--- src/rtl/gate_drv_pkg.sv ---
// Shared types and arithmetic helpers for the gate-drive sequencer.
// The state encoding is exported on state_o, so it must stay stable.
package gate_drv_pkg;

  typedef enum logic [2:0] {
    IDLE      = 3'd0,
    PRECHARGE = 3'd1,
    RAMP      = 3'd2,
    RUN       = 3'd3,
    STOPPING  = 3'd4,
    FAULT     = 3'd5
  } gd_state_t;

  // Clamp a signed value into [0, hi]; keeps duty math from wrapping.
  function automatic int sat_range(input int v, input int hi);
    if (v < 0) begin
      return 0;
    end else if (v > hi) begin
      return hi;
    end else begin
      return v;
    end
  endfunction

  // Move cur toward tgt by at most step, landing exactly on tgt when closer than step.
  function automatic int step_toward(input int cur, input int tgt, input int step);
    int diff;
    int mag;
    int delta;
    diff  = tgt - cur;
    mag   = (diff < 0) ? -diff : diff;
    delta = (mag < step) ? mag : step;
    return (diff < 0) ? (cur - delta) : (cur + delta);
  endfunction

endpackage

--- src/rtl/duty_stepper.sv ---
// Combinational duty stepper: one bounded step from cur toward tgt.
// Shared by RAMP (step up to target), RUN (slew) and STOPPING (step to zero).
module duty_stepper
  import gate_drv_pkg::*;
#(
  parameter int N = 8
) (
  input  logic [N-1:0] cur,
  input  logic [N-1:0] tgt,
  input  logic [N-1:0] step,
  output logic [N-1:0] nxt
);

  localparam int DMAX = (1 << N) - 1;

  logic signed [N+1:0] cur_s;
  logic signed [N+1:0] tgt_s;
  logic signed [N+1:0] step_s;
  logic signed [N+1:0] raw_s;

  // Widen to signed, take the bounded step, then saturate back to N bits.
  always_comb begin
    cur_s  = $signed({2'b00, cur});
    tgt_s  = $signed({2'b00, tgt});
    step_s = $signed({2'b00, step});
    raw_s  = (N+2)'(step_toward(int'(cur_s), int'(tgt_s), int'(step_s)));
    nxt    = N'(sat_range(int'(raw_s), DMAX));
  end

endmodule

--- src/rtl/gate_drive_sequencer.sv ---
// Gate-drive sequencer for one PWM channel: bootstrap precharge, soft-start
// ramp, slew-limited run, soft stop and a latched fault. Duty only changes on
// the last cycle of a PWM period so the downstream PWM never sees a mid-period
// step; fault entry is the exception and kills the drive immediately.
module gate_drive_sequencer
  import gate_drv_pkg::*;
#(
  parameter int N                 = 8,
  parameter int PERIOD_CYCLES     = 256,
  parameter int PRECHARGE_PERIODS = 16,
  parameter int RAMP_STEP         = 1,
  parameter int SLEW_STEP         = 4
) (
  input  logic         clk,
  input  logic         rst,
  input  logic         start,
  input  logic         stop,
  input  logic         fault_in,
  input  logic         fault_clear,
  input  logic [N-1:0] target_duty,
  output logic         pwm_ena,
  output logic [N-1:0] pwm_duty,
  output logic         period_end,
  output gd_state_t    state_o,
  output logic         fault_latched
);

  localparam int CNT_W = (PERIOD_CYCLES > 1) ? $clog2(PERIOD_CYCLES) : 1;
  localparam int PC_W  = $clog2(PRECHARGE_PERIODS + 1);

  localparam logic [CNT_W-1:0] CNT_LAST    = CNT_W'(PERIOD_CYCLES - 1);
  localparam logic [CNT_W-1:0] CNT_ONE     = CNT_W'(1);
  localparam logic [PC_W-1:0]  PC_LOAD     = PC_W'(PRECHARGE_PERIODS);
  localparam logic [PC_W-1:0]  PC_ONE      = PC_W'(1);
  localparam logic [N-1:0]     RAMP_STEP_N = N'(RAMP_STEP);
  localparam logic [N-1:0]     SLEW_STEP_N = N'(SLEW_STEP);

  logic [CNT_W-1:0] cnt;
  logic [PC_W-1:0]  pc_cnt;
  logic             tick;

  gd_state_t        state_q;
  gd_state_t        state_d;

  logic [N-1:0]     step_tgt;
  logic [N-1:0]     step_amt;
  logic [N-1:0]     step_nxt;
  logic [N-1:0]     duty_d;
  logic             ena_d;
  logic             driving_q;

  assign tick          = (cnt == CNT_LAST);
  assign period_end    = tick;
  assign state_o       = state_q;
  assign fault_latched = (state_q == FAULT);
  assign driving_q     = (state_q == RAMP) || (state_q == RUN) || (state_q == STOPPING);

  // Free-running period counter; its last count is the duty-update tick.
  always_ff @(posedge clk) begin
    if (rst) begin
      cnt <= '0;
    end else if (tick) begin
      cnt <= '0;
    end else begin
      cnt <= cnt + CNT_ONE;
    end
  end

  // Precharge period counter: loaded on entry, counts ticks down while precharging.
  always_ff @(posedge clk) begin
    if (rst) begin
      pc_cnt <= '0;
    end else if ((state_q == IDLE) && (state_d == PRECHARGE)) begin
      pc_cnt <= PC_LOAD;
    end else if ((state_q == PRECHARGE) && tick && (pc_cnt != '0)) begin
      pc_cnt <= pc_cnt - PC_ONE;
    end
  end

  // Stepper operands: STOPPING heads for zero, RUN uses the slew limit, RAMP the ramp step.
  always_comb begin
    step_tgt = (state_q == STOPPING) ? '0 : target_duty;
    step_amt = (state_q == RUN) ? SLEW_STEP_N : RAMP_STEP_N;
  end

  duty_stepper #(
    .N(N)
  ) u_stepper (
    .cur  (pwm_duty),
    .tgt  (step_tgt),
    .step (step_amt),
    .nxt  (step_nxt)
  );

  // FSM state register.
  always_ff @(posedge clk) begin
    if (rst) begin
      state_q <= IDLE;
    end else begin
      state_q <= state_d;
    end
  end

  // Next-state logic; fault_in overrides everything except reset, stop beats start.
  always_comb begin
    state_d = state_q;
    if (fault_in) begin
      state_d = FAULT;
    end else begin
      case (state_q)
        IDLE: begin
          if (start && !stop) state_d = PRECHARGE;
        end
        PRECHARGE: begin
          if (stop) begin
            state_d = IDLE;
          end else if (tick && (pc_cnt == PC_ONE)) begin
            state_d = RAMP;
          end
        end
        RAMP: begin
          if (stop) begin
            state_d = STOPPING;
          end else if (tick && (step_nxt == target_duty)) begin
            state_d = RUN;
          end
        end
        RUN: begin
          if (stop) state_d = STOPPING;
        end
        STOPPING: begin
          if (tick && (pwm_duty == '0)) state_d = IDLE;
        end
        FAULT: begin
          if (fault_clear) state_d = IDLE;
        end
        default: state_d = IDLE;
      endcase
    end
  end

  // Output decode: drive only in the active states, step duty only on ticks.
  always_comb begin
    ena_d  = 1'b0;
    duty_d = '0;
    case (state_d)
      RAMP, RUN, STOPPING: begin
        ena_d  = 1'b1;
        duty_d = pwm_duty;
        if (tick && driving_q) duty_d = step_nxt;
      end
      default: begin
        ena_d  = 1'b0;
        duty_d = '0;
      end
    endcase
  end

  // Registered PWM controls so the generator sees glitch-free inputs.
  always_ff @(posedge clk) begin
    if (rst) begin
      pwm_ena  <= 1'b0;
      pwm_duty <= '0;
    end else begin
      pwm_ena  <= ena_d;
      pwm_duty <= duty_d;
    end
  end

endmodule

--- config.mk ---
export PLATFORM = sky130hd
export DESIGN_NAME = gate_drive_sequencer
export DESIGN_NICKNAME = d
export VERILOG_FILES = /design/src/rtl/gate_drv_pkg.sv /design/src/rtl/duty_stepper.sv /design/src/rtl/gate_drive_sequencer.sv
export SDC_FILE = /design/constraint.sdc
export NUM_CORES = 1
export LEC_CHECK = 0
export BUFFER_PORTS_ARGS = -buffer_cell sky130_fd_sc_hd__buf_2
export CORE_MARGIN = 8
export CORE_UTILIZATION = 61
export DETAILED_ROUTE_END_ITERATION = 8
export PLACE_DENSITY = 0.83
export SYNTH_ARGS = -nofsm -noshare
export SYNTH_HDL_FRONTEND = slang
export SYNTH_HIERARCHICAL = 1
export SYNTH_SLANG_ARGS = --single-unit
--- constraint.sdc ---
create_clock -name clk -period 8.8 [get_ports clk]
set_input_delay 1.32 -clock clk [delete_from_list [all_inputs] [get_ports clk]]
set_output_delay 1.32 -clock clk [all_outputs]
set_load 0.02 [all_outputs]
==> Yosys cells after proc, flatten, opt, wreduce, memory -nomap -nowiden <==
Index checks and enable logic that the tools add are counted.
W data, S select, Z words.
{ "totals": {"regBits": 25, "input_bits": 14, "word_cells": 68} }
{ "op_classes": {"n_addsub": 6, "magnitude_cmp": 4, "eq_ne": 12, "muxes": 20, "bitwise_logic": 1, "reduce_logical": 19} }
{ "ops": {"columns": ["operator", "n"], "rows": [
  ["$lt A32 B1 Y1 const B", 1],
  ["$lt A32 B4 Y1", 1],
  ["$mux W32", 1],
  ["$neg A32 Y32", 1],
  ["$mux W3", 10],
  ["$mux W8", 3],
  ["$mux W10", 2],
  ["$pmux W3 S6", 1],
  ["$eq A3 B2 Y1 const B", 4],
  ["$add A9 B10 Y10", 1],
  ["$gt A10 B9 Y1 const B", 1],
  ["$lt A10 B1 Y1 const B", 1],
  ["$mux W5", 2],
  ["$sub A9 B10 Y10", 1],
  ["$eq A3 B3 Y1 const B", 3],
  ["$sub A8 B8 Y9", 1],
  ["$add A8 B1 Y8 const B", 1],
  ["$eq A8 B8 Y1", 1],
  ["$eq A8 B8 Y1 const B", 1],
  ["$logic_and A1 B1 Y1", 8],
  ["$logic_not A8 Y1", 1],
  ["$eq A3 B1 Y1 const B", 2],
  ["$reduce_or A2 Y1", 3],
  ["$eq A5 B1 Y1 const B", 1],
  ["other kinds (9)", 10]
]} }

==> Depth between registers and ports, before layout <==
Gate-level depths: netlist of run 1.
{ "depth": {"ltp_word": 22, "mapped_depth": 40, "depth_no_buf": 38} }

==> By module <==
Netlist of run 1, hierarchy kept.
{ "modules_own_cells": {"columns": ["mod", "instances", "cells_each", "area_each_um2"], "rows": [
  ["duty_stepper", 1, 242, 1622.8],
  ["gate_drive_sequencer", 1, 152, 1347.5]
]} }

==> Worst setup path before layout of run 1 <==
No wires, ideal clock.
{ "synth_path": {"path_type": "input port to flip-flop", "startpoint": "input port target_duty[1]", "endpoint": "register state_q[0], in the netlist state_o[0]", "setup_time_ns": 0.115, "arrival_ns": 7.786, "required_ns": 8.685, "path_slack_ns": 0.899, "stages": 34, "path_cell_list": "nor2b_1 -> ha_1 -> nor2b_1 -> or4_1 -> a21oi_1 -> a21boi_1 -> o31ai_1 -> xnor2_1 -> ha_1 -> nand3_1 -> o211ai_1 -> a21oi_1 -> and2_1 -> clkbuf_1 -> a21oi_1 -> ha_1 -> a21oi_1 -> ha_1 -> nor2b_1 -> o21ai_0 -> a21boi_0 -> o21ai_0 -> a21oi_1 -> o41ai_1 -> nor2_1 -> o211ai_1 -> mux2i_4 -> a211oi_1 -> xor2_1 -> nor3_1 -> and4_1 -> o31a_1 -> buf_2 -> o21ba_2"} }
{ "synth_via": {"elab_chain_len": 17} }
{ "synth_rtl": {"columns": ["element", "line", "text"], "rows": [
  ["start, declared", "gate_drive_sequencer.sv:20", "input logic [N-1:0] target_duty,"],
  ["$mux W8 (*)", "gate_drive_sequencer.sv:82", "step_tgt = (state_q == STOPPING) ? '0 : target_duty;"],
  ["$sub A8 B8 Y9 (*)", "gate_drv_pkg.sv:30", "diff = tgt - cur;"],
  ["$neg A32 Y32 or $lt A32 B1 Y1 (tied branches)", "gate_drv_pkg.sv:31, gate_drv_pkg.sv:33", null],
  ["$mux W32", "gate_drv_pkg.sv:31", "mag = (diff < 0) ? -diff : diff;"],
  ["$lt A32 B4 Y1", "gate_drv_pkg.sv:32", "delta = (mag < step) ? mag : step;"],
  ["$mux W10", "gate_drv_pkg.sv:32", null],
  ["$add A9 B10 Y10 or $sub A9 B10 Y10 (tied branches)", "gate_drv_pkg.sv:33", "return (diff < 0) ? (cur - delta) : (cur + delta);"],
  ["$mux W10 (*)", "gate_drv_pkg.sv:33", null],
  ["[... 2 more ...]", null, null],
  ["$mux W8 (*)", "gate_drv_pkg.sv:16", "if (v < 0) begin"],
  ["net step_nxt[7]", "gate_drive_sequencer.sv:47", "logic [N-1:0] step_nxt;"],
  ["$eq A8 B8 Y1 (*)", "gate_drive_sequencer.sv:124", "end else if (tick && (step_nxt == target_duty)) begin"],
  ["$logic_and A1 B1 Y1 (*)", "gate_drive_sequencer.sv:124", null],
  ["$mux W3 (*)", "gate_drive_sequencer.sv:124", null],
  ["$mux W3 (*)", "gate_drive_sequencer.sv:122", "if (stop) begin"],
  ["$pmux W3 S6 (*)", "gate_drive_sequencer.sv:110", "case (state_q)"],
  ["$mux W3 (*)", "gate_drive_sequencer.sv:107", "if (fault_in) begin"],
  ["end signal, assigned", "gate_drive_sequencer.sv:100", "state_q <= state_d;"],
  ["end, declared", "gate_drive_sequencer.sv:42", "gd_state_t state_q;"]
]} }
The timed path passes the listed nets; every way through them passes the cells marked *.
A chain may end at the register's enable or synchronous reset.

==> Final worst setup path of run 1 <==
{ "layout_path": {"startpoint": "input port target_duty[1]", "endpoint": "register pwm_duty[6]"} }
{ "layout_via": {"elab_chain_len": 21} }
{ "layout_rtl": {"columns": ["element", "line", "text"], "rows": [
  ["$mux W8 (*)", "gate_drive_sequencer.sv:82", null],
  ["net step_tgt[1]", "gate_drive_sequencer.sv:45", "logic [N-1:0] step_tgt;"],
  ["$sub A8 B8 Y9 (*)", "gate_drv_pkg.sv:30", null],
  ["$neg A32 Y32 or $lt A32 B1 Y1 (tied branches)", "gate_drv_pkg.sv:31, gate_drv_pkg.sv:33", null],
  ["$mux W32", "gate_drv_pkg.sv:31", null],
  ["$lt A32 B4 Y1", "gate_drv_pkg.sv:32", null],
  ["$mux W10", "gate_drv_pkg.sv:32", null],
  ["$add A9 B10 Y10 or $sub A9 B10 Y10 (tied branches)", "gate_drv_pkg.sv:33", null],
  ["[... 4 more ...]", null, null],
  ["net step_nxt[3]", "gate_drive_sequencer.sv:47", null],
  ["[... 2 more ...]", null, null],
  ["$mux W3 (*)", "gate_drive_sequencer.sv:124", null],
  ["$mux W3 (*)", "gate_drive_sequencer.sv:122", null],
  ["$pmux W3 S6 (*)", "gate_drive_sequencer.sv:110", null],
  ["$mux W3 (*)", "gate_drive_sequencer.sv:107", null],
  ["$eq A3 B2 Y1 or $eq A3 B3 Y1 (tied branches)", "gate_drive_sequencer.sv:146", "case (state_d)"],
  ["$reduce_or A3 Y1 (*)", "gate_drive_sequencer.sv:146", null],
  ["$not A1 Y1 (no line) (*)", null, null],
  ["$reduce_or A2 Y1 (no line) (*)", null, null],
  ["end signal, assigned", "gate_drive_sequencer.sv:166", "pwm_duty <= duty_d;"],
  ["end, declared", "gate_drive_sequencer.sv:22", "output logic [N-1:0] pwm_duty,"]
]} }
Marks and branches as above.

==> results of run 1 <==
==> kinds of logic (layout without fill, tap and decap cells) <==
kind of cell | count (synthesis) | in the layout | synth area share, %
fa+ha+maj | 31 | 31 | 13.3
other cells | 1 | 10 | 0.126
mux | 11 | 11 | 4.17
buf+inv | 39 | 75 | 5.22
simple gates | 147 | 147 | 25.4
flops | 25 | 25 | 16.8
xor+xnor | 32 | 32 | 9.44
compound gates | 108 | 108 | 25.5
==> cell type report <==
class,count,area (sq um)
Clock buffer,3,41.3
Fill cell,379,1380
Clock inverter,1,8.76
Timing Repair Buffer,40,233
Inverter,31,116
Sequential cell,25,500
Tap cell,67,83.8
Multi-Input combinational cell,339,2360
==> layer usage <==
metal	global-route usage [%]	up-vias	share of wire [%]
li1	-	1508	-
met1	26.5	1380	46
met2	33.5	122	47
met3	3.25	14	5.8
met4	4.14	0	1.4
met5	0	-	0
==> worst min path at each step <==
stage | slack (ns) | end | cells after the start | startpoint
3_3_place_gp | 0.47 | cnt[0] | 1 | cnt[0]
3_5_place_dp | 0.47 | cnt[0] | 1 | cnt[0]
5_1_grt | 0.51 | cnt[0] | 1 | cnt[0]
4_1_cts | 0.49 | cnt[0] | 1 | cnt[0]
2_1_floorplan | 0.45 | cnt[0] | 1 | cnt[0]
6_report | 0.48 | cnt[0] | 1 | cnt[0]
==> synthesized netlist by cell type (all sizes together), types with 2 or more instances <==
master   count
nand2       28
nor2        37
or4          5
a2111oi      2
and3         6
nand4        3
nand2b       5
a21oi       23
xor2        19
o32a         2
and2         3
nand3       15
a211oi      20
mux2i       10
o211ai       5
o21ai       20
inv         31
o31ai        2
or3          5
a31oi        4
dfxtp       25
or2          4
o21bai       2
buf          4
nor4         3
xnor2       13
clkbuf       4
nor2b       14
a21boi       3
o31a         4
ha          30
nor3b        3
o21a         4
a21o         8
nor3        12
==> cells in the final DEF, fill, tap and decap left out, types with 5 or more instances in the layout <==
cell / count
nor2_1: 35
inv_1: 31
ha_1: 30
nand2_1: 28
buf_2: 27
dfxtp_1: 25
a21oi_1: 22
xor2_1: 19
o21ai_0: 17
a211oi_1: 16
nand3_1: 15
nor2b_1: 14
xnor2_1: 13
buf_4: 13
nor3_1: 12
conb_1: 10
mux2i_1: 9
a21o_1: 8
and3_1: 6
or3_1: 5
nand2b_1: 5
o211ai_1: 5
==> sequential cells by signal (all words and copies together) (netlist names) <==
signal,count
cnt,8
pwm_duty,8
pwm_ena,1
state_o,3
pc_cnt,5
==> worst max-delay path, delay by kind of cell <==
kind                     cells  cell delay, ns
AO/OA/AOI/OAI               16            3.28
adder cells (fa/ha/maj)      4            1.19
multiplexers                 1            0.17
buffers and inverters        4            0.53
AND/OR/NAND/NOR             10            1.51
XOR/XNOR                     2            0.44
==> stage by stage <==
stage	worst slack (ns)	TNS, ns
floorplan	0.899	0
global placement	0.477	0
detailed placement	0.285	0
CTS	0.563	0
global route	-0.000336	-0.000336
finish	0.553	0
==> power by group <==
part	internal, W	total, W	switching [W]
clock network	0.0000332	0.0000719	0.0000387
logic	0.000146	0.000335	0.000189
registers	0.000115	0.000118	0.00000256
total	0.000294	0.000525	0.000230
==> repair_timing <==
item,CTS,global route
buffers inserted,0,2
gates resized for setup,0,2
setup endpoints to repair,0,10
==> results.md, run 1 <==
* Placed Instances at 500
* Root Buffer: clkbuf_8
* Setup crit end: pwm_duty[6]
* First-pass GRT wire length at 12.4 mm
* Chip width at 85.8 um
* All-Layer GR Usage at 20.1%
* Leakage at 1.43 nW
* Flops & latches, synth at 25
* Worst Setup Path Type: input port to flop
* Hold Slack at 0.482 ns
* FP Rows at 25
* Total CTS buffers at 3
* Yosys top cell area share at 16.8%
* Final antenna-violating net count at 0
* Warnings, synthesis at 6
* Worst skew pair latency at 0.27 ns
* Post-DP HPWL at 6.18 mm
* Initial antenna violation count at 0
* Port bufs at 27
* Fraction of layout cells with a size suffix above 1 at 13.9%
* Slew @ Worst Pin at 0.629 ns
* # clock sinks at 25
* Critical Path Max Stage Delay at 0.51 ns
* DR vias at 3024
* Slowest cell on crit path: or4_1
* Post-Layout Inst Area at 3340 sq um
* Avg Inst Size Synth at 7.54 sq um
* GPL Wtd Cong at 0.949
* Vias per cell at 5.98
* Reg2reg start: state_o[2]
* ANT cells at 0
* Relative slew slack at 57.9%
* Mapped Cells at 394
* Final Power at 0.000525 W
* Peak Freq at 121 MHz
* P&R area growth vs syn at 12.5%
* Largest net degree at the start of global routing at 17
* Wire per inst at 14.9 um
* R2r setup slk at 0.91 ns
* Synth area leaders: dfxtp_1 (17%), ha_1 (13%), xor2_1 (5.6%)
* Fin. Hold Viols at 0
* Power per cell area at 157 nW/um^2
* Synth Flop Type: dfxtp_1
* Die Span Y at 85.8 um
* Critical Path AT at 8.44 ns
* Critical Path Start: target_duty[1]
* EDFF count, synth at 0
* Iteration count of the initial detailed-routing pass at 4
* I/O Pins at 28
* Die Area at 7360 sq um
* Worst Hold Class: flop to flop
* Critical Path End Type: flop
* Maximum vdd drop at 0.000122 V
* Fin util at 70.8%
* Clock skew at 0.00806 ns
* Drc violations at 0
* Cell variety after synth at 65
* Starting DRT DRC Count at 231
* Fin nets at 485
* Clock transition at the registers of the reported paths at 0.10 ns
* Hold-fix buffers, CTS at 0
* Core area at 4720 sq um
* Final min period at 8.25 ns
* DRT Wirelength at 7.53 mm
* Tcrit/Tclk final at 93.7%
* Sequential area share after synthesis at 16.8%
* Final Max Slew Viols at 0
* Cell taking the most area after synthesis: dfxtp_1
* Clock Path Buffers at 2
* Endpoints failing setup at 0
* Netlist Area Pre-Place at 2970 sq um
* Crit-path max FO at 10
* GRT overflow at 0
* Vias in the first global route at 2757
* Placed inst area at 3270 sq um
* H-tree depth at 1
* CTS tree: yes
* Non-filler cells, final at 506
* Reg-to-reg endpoint: pwm_duty[6]
* Async SR Flop Fraction at 0%
* Initial core utilization at 62.9%
* R2R cell count at 38
* CP required at 8.99 ns
* Outcome: finished clean
* Max-cap violations at 0
* CP startpoint kind: input port
No activity file was read; power rests on OpenSTA's default activity.
==> run 2, diff against run 1 <==
Settings changed: CORE_UTILIZATION 61 to 48, PLACE_DENSITY 0.83 to 0.68.
==> run 2 against run 1 <==
  * Setup slack improved by 0.048 ns
  * Largest cell class unchanged
  * Sequential share of layout area fell by 0.12 points
  * Core utilization shrank 14 points
  * Die area is 22% higher
  * Critical path depth decreased by 5
  * Global-route usage shrank 3.2 points
  * Highest routed layer unchanged
  * Design area is 0.79% higher
  * Count of clock-buffer cells in the layout did not move
  * Register-to-register slack better by 0.06 ns
==> results.md, run 2 (synthesis results as in run 1) <==
* Outcome: finished clean
* Post-DP HPWL at 6.13 mm
* Fin nets at 481
* H-tree depth at 1
* Placed inst area at 3260 sq um
* Slowest cell on crit path: a2111oi_1
* Post-Layout Inst Area at 3370 sq um
* Regs by FF count: cnt x8, pwm_duty x8, pc_cnt x5
* First-pass GRT wire length at 12.6 mm
* # clock sinks at 25
* Commonest non-fill, non-tap cells in the layout: nor2_1 (34), inv_1 (31), ha_1 (30), nand2_1 (27), buf_2 (27)
* Final antenna-violating net count at 0
* Chip width at 94.7 um
* Maximum vdd drop at 0.000108 V
* Vias per cell at 5.68
* CP required at 9.00 ns
* Leakage at 1.42 nW
* Wire per inst at 14.8 um
* Crit-path max FO at 10
* Met1 Track Usage GR at 23.6%
* Total CTS buffers at 3
* Global route hottest layer: met2
* Hold Slack at 0.487 ns
* Worst Hold Class: flop to flop
* Worst Setup Path Type: input port to flop
* GRT overflow at 0
* Final TNS setup at 0 ns
* Cell mode on critical path: ha_1
* Fill cells at 585
* GPL Wtd Cong at 0.946
* DR vias at 2896
* Largest net degree at the start of global routing at 17
* Clock transition at the registers of the reported paths at 0.10 ns
* Vias in the first global route at 2721
* I/O Pins at 28
* Max-cap violations at 0
* P&R area growth vs syn at 13.4%
* Initial core utilization at 49.9%
* Crit-path leading delay family: compound AO/OA/AOI/OAI gates
* Final min period at 8.20 ns
* Clock Path Buffers at 2
* Slew @ Worst Pin at 0.581 ns
* Fraction of layout cells with a size suffix above 1 at 15.6%
* Critical Path AT at 8.40 ns
* Drc violations at 0
* Initial antenna violation count at 0
* Hold-fix buffers, CTS at 0
* Iteration count of the initial detailed-routing pass at 5
* Fin util at 56.6%
* Peak Freq at 122 MHz
* Met3 Use GR at 2.54%
* Leading cell type in the layout, fill and taps excluded: nor2_1
* Relative slew slack at 61.1%
* Met2 Use GR at 26.7%
* Core area at 5960 sq um
* Worst path buffer plus inverter count at 2
* Power per cell area at 158 nW/um^2
* Endpoints failing setup at 0
* DRT Wirelength at 7.54 mm
* CTS tree: yes
* Clock skew at 0.0121 ns
* Post-CTS Setup Inserts at 0
* Critical Path Max Stage Delay at 0.50 ns
* Final Max Slew Viols at 0
* FP Rows at 28
* Final Power at 0.000532 W
* Root Buffer: clkbuf_8
* Worst skew pair latency at 0.28 ns
* All-Layer GR Usage at 16.9%
* ANT cells at 0
* Die Area at 8960 sq um
* Tcrit/Tclk final at 93.2%
* Fin. Hold Viols at 0
* CP startpoint kind: input port
* Critical Path End Type: flop
* Die Span Y at 94.7 um
* Starting DRT DRC Count at 190
* Port bufs at 27
## run 2: changes by cell type in the layout (fill, tap and decap cells not counted), sizes merged
cell	change
buf	-4
## run 2: final timing paths
| check | from | to | slack, ns | cells after the start |
|---|---|---|---|---|
| worst min-delay path | cnt[0] | cnt[0] | 0.49 | 1 |
| worst min register to register | cnt[0] | cnt[0] | 0.49 | 1 |
| worst max-delay path | target_duty[5] | pwm_duty[5] | 0.60 | 32 |
| worst max register to register | state_o[2] | pwm_duty[5] | 0.97 | 33 |
## run 2: report_power, final
group	switching, W	leakage [nW]	internal [W]
Combinational	0.000195	1.19	0.000146
Clock	0.0000396	0.0261	0.0000332
Sequential	0.00000260	0.203	0.000115
Total	0.000237	1.42	0.000294
## run 2: through the flow
| stage | worst slack, ns | instances |
|---|---|---|
| after CTS | 0.314 | 510 |
| after global placement | 0.211 | 506 |
| after global routing | -0.0119 | 510 |
| after detailed placement | 0.0412 | 506 |
| after floorplan | 0.899 | 403 |
| final | 0.601 | 510 |
## run 2: per-layer routing
metal | share of wire (%) | vias up
li1 | - | 1496
met1 | 51 | 1332
met2 | 45 | 60
met3 | 3.1 | 8
met4 | 0.93 | 0
met5 | 0 | -
## run 2: layout make-up
type,instances,area [sq um],share of cell area [%]
Tap cell,75,93.8,2.79
Timing Repair Buffer,36,203,6.02
Clock buffer,3,41.3,1.23
Inverter,31,116,3.45
Clock inverter,1,8.76,0.260
Multi-Input combinational cell,339,2400,71.4
Sequential cell,25,500,14.9
## run 2: what timing repair did
item	CTS	global route
endpoints found under the hold margin	0	0
endpoints found under the setup margin	0	10
resized for setup	0	13
==> run 3, diff against run 2 <==
Settings changed: CTS_BUF_LIST set to sky130_fd_sc_hd__clkbuf_16.
==> run 3 against run 2 <==
  * Clock skew shrank 0.0017 ns
  * Via count up 0.62%
  * Global-route usage about the same
  * Sequential share of layout area shrank 0.21 points
  * Fmax fell by 0.38%
  * Setup slack worse by 0.031 ns
  * Critical path depth is the same
  * First-iteration DRC count up 3.7%
  * Critical path type unchanged
==> results.md, run 3 (synthesis results as in run 1) <==
* FP Rows at 28
* Fin nets at 483
* Worst Hold Endpoint: cnt[0]
* Peak Freq at 122 MHz
* Logic pwr share at 60.8%
* Seq pwr share at 20.8%
* Core area at 5960 sq um
* Hold Slack at 0.482 ns
* Hold-fix buffers, CTS at 0
* Outcome: finished clean
* Max-cap violations at 0
* CTS tree: yes
* Cell mode on critical path: ha_1
* Port bufs at 27
* Setup slack after layout at 0.570 ns
* Switching fraction of total power at 42.3%
* Drc violations at 0
* Worst skew pair latency at 0.26 ns
* Slew @ Worst Pin at 0.592 ns
* CP required at 8.98 ns
* Fin util at 57.4%
* Endpoints failing setup at 0
* Clock power share at 18.4%
* Clock transition at the registers of the reported paths at 0.07 ns
* Leakage at 1.45 nW
* Post-DP HPWL at 6.13 mm
* Wire per inst at 14.7 um
* # clock sinks at 25
* Critical Path AT at 8.41 ns
* R2r setup slk at 0.96 ns
* Slowest cell on crit path: a2111oi_1
* Root Buffer: clkbuf_16
* Total CTS buffers at 3
* Fin. Hold Viols at 0
* Critical Path Max Stage Delay at 0.50 ns
* H-tree depth at 1
* DP Worst Slack at 0.0412 ns
* Chip width at 94.7 um
* Worst hold start: cnt[0]
* Reg2reg start: state_o[2]
* I/O Pins at 28
* Iteration count of the initial detailed-routing pass at 5
* Initial antenna violation count at 0
* Clock Path Buffers at 2
* R2R cell count at 33
* DR vias at 2914
* DRT Wirelength at 7.53 mm
* Largest net degree at the start of global routing at 17
* GPL Wtd Cong at 0.946
* Final min period at 8.23 ns
* Worst Setup Path Type: input port to flop
* Reg-to-reg endpoint: pwm_duty[5]
* Vias per cell at 5.69
* Critical Path End Type: flop
* Maximum vdd drop at 0.000109 V
* Relative slew slack at 60.4%
* Clock skew at 0.0104 ns
* Hold path depth at 1
* Commonest non-fill, non-tap cells in the layout: nor2_1 (34), inv_1 (31), ha_1 (30), nand2_1 (27), buf_2 (27)
* Initial core utilization at 49.9%
* Total internal power at 0.000327 W
* Placed Instances at 506
* Starting DRT DRC Count at 197
* Vias in the first global route at 2712
* Placed inst area at 3260 sq um
* GRT overflow at 0
* First-pass GRT wire length at 12.5 mm
* All-Layer GR Usage at 16.9%
* Crit-path max FO at 10
* ANT cells at 0
* Power per cell area at 166 nW/um^2
* P&R area growth vs syn at 15.0%
* Post-Layout Inst Area at 3420 sq um
* Fraction of layout cells with a size suffix above 1 at 16.0%
* Final Max Slew Viols at 0
* Die Span Y at 94.7 um
* Leading cell type in the layout, fill and taps excluded: nor2_1
* Die Area at 8960 sq um
* Tcrit/Tclk final at 93.5%
* Sw Pwr at 0.000240 W
* Worst Hold Class: flop to flop
* CP startpoint kind: input port
* Regs by FF count: cnt x8, pwm_duty x8, pc_cnt x5
* Final antenna-violating net count at 0
* Non-filler cells, final at 512
## run 3: cell types whose count changed in the layout (fill, tap and decap cells not counted)
cell       previous run  this run
clkbuf_8              3         0
buf_4                 9        11
clkbuf_16             0         3
## run 3: cell type report
type	instances	area, sq um
well taps	75	93.8
fillers	578	2540
repair buffers	38	218
inverters	31	116
multi-input cells	339	2400
clock buffers	3	75.1
clock inverters	1	8.76
flip-flops and latches	25	500
## run 3: worst max-delay path by stage
stage | startpoint | endpoint | slack (ns) | depth (start not counted)
finish | target_duty[5] | pwm_duty[5] | 0.57 | 32
global route | target_duty[5] | pwm_duty[5] | -0.003 | 34
CTS | target_duty[1] | pwm_duty[5] | 0.29 | 35
detailed placement | target_duty[1] | pwm_duty[5] | 0.04 | 35
global placement | target_duty[5] | pwm_duty[4] | 0.21 | 34
floorplan | target_duty[1] | state_o[0] | 0.90 | 34
## run 3: what timing repair did
item / 4_1_cts / 5_1_grt
setup endpoints to repair: 0 / 10
gates resized for setup: 0 / 13
setup buffers: 0 / 2
## run 3: routing by layer
layer	global-route usage (%)	vias to the layer above	share of wire, %
met1	23.5	1337	50
met3	2.54	8	3.5
met4	3.64	0	0.96
met2	26.8	64	46
met5	0	-	0
li1	-	1505	-
## run 3: power groups by stage
stage | registers [W] | clock network [W] | logic [W]
2_1_floorplan | 0.000121 | 0 | 0.000235
3_3_place_gp | 0.000120 | 0 | 0.000313
3_5_place_dp | 0.000121 | 0 | 0.000317
4_1_cts | 0.000118 | 0.000106 | 0.000318
5_1_grt | 0.000118 | 0.000110 | 0.000383
6_report | 0.000118 | 0.000104 | 0.000345
## run 3: metrics by stage
stage	setup TNS [ns]	total power (W)
after floorplan	0	0.000356
after global placement	0	0.000434
after detailed placement	0	0.000438
after CTS	0	0.000542
after global routing	-0.00488	0.000611
final	0	0.000567
## run 3: worst max-delay path: cells and delay by family
family,cells,cell delay (ns)
muxes,1,0.40
xor gates and xnor gates,2,0.27
adders and majority gates,4,1.39
and+or+nand+nor,11,1.72
AOI/OAI and AO/OA,12,3.12
buffers and inverters,2,0.18
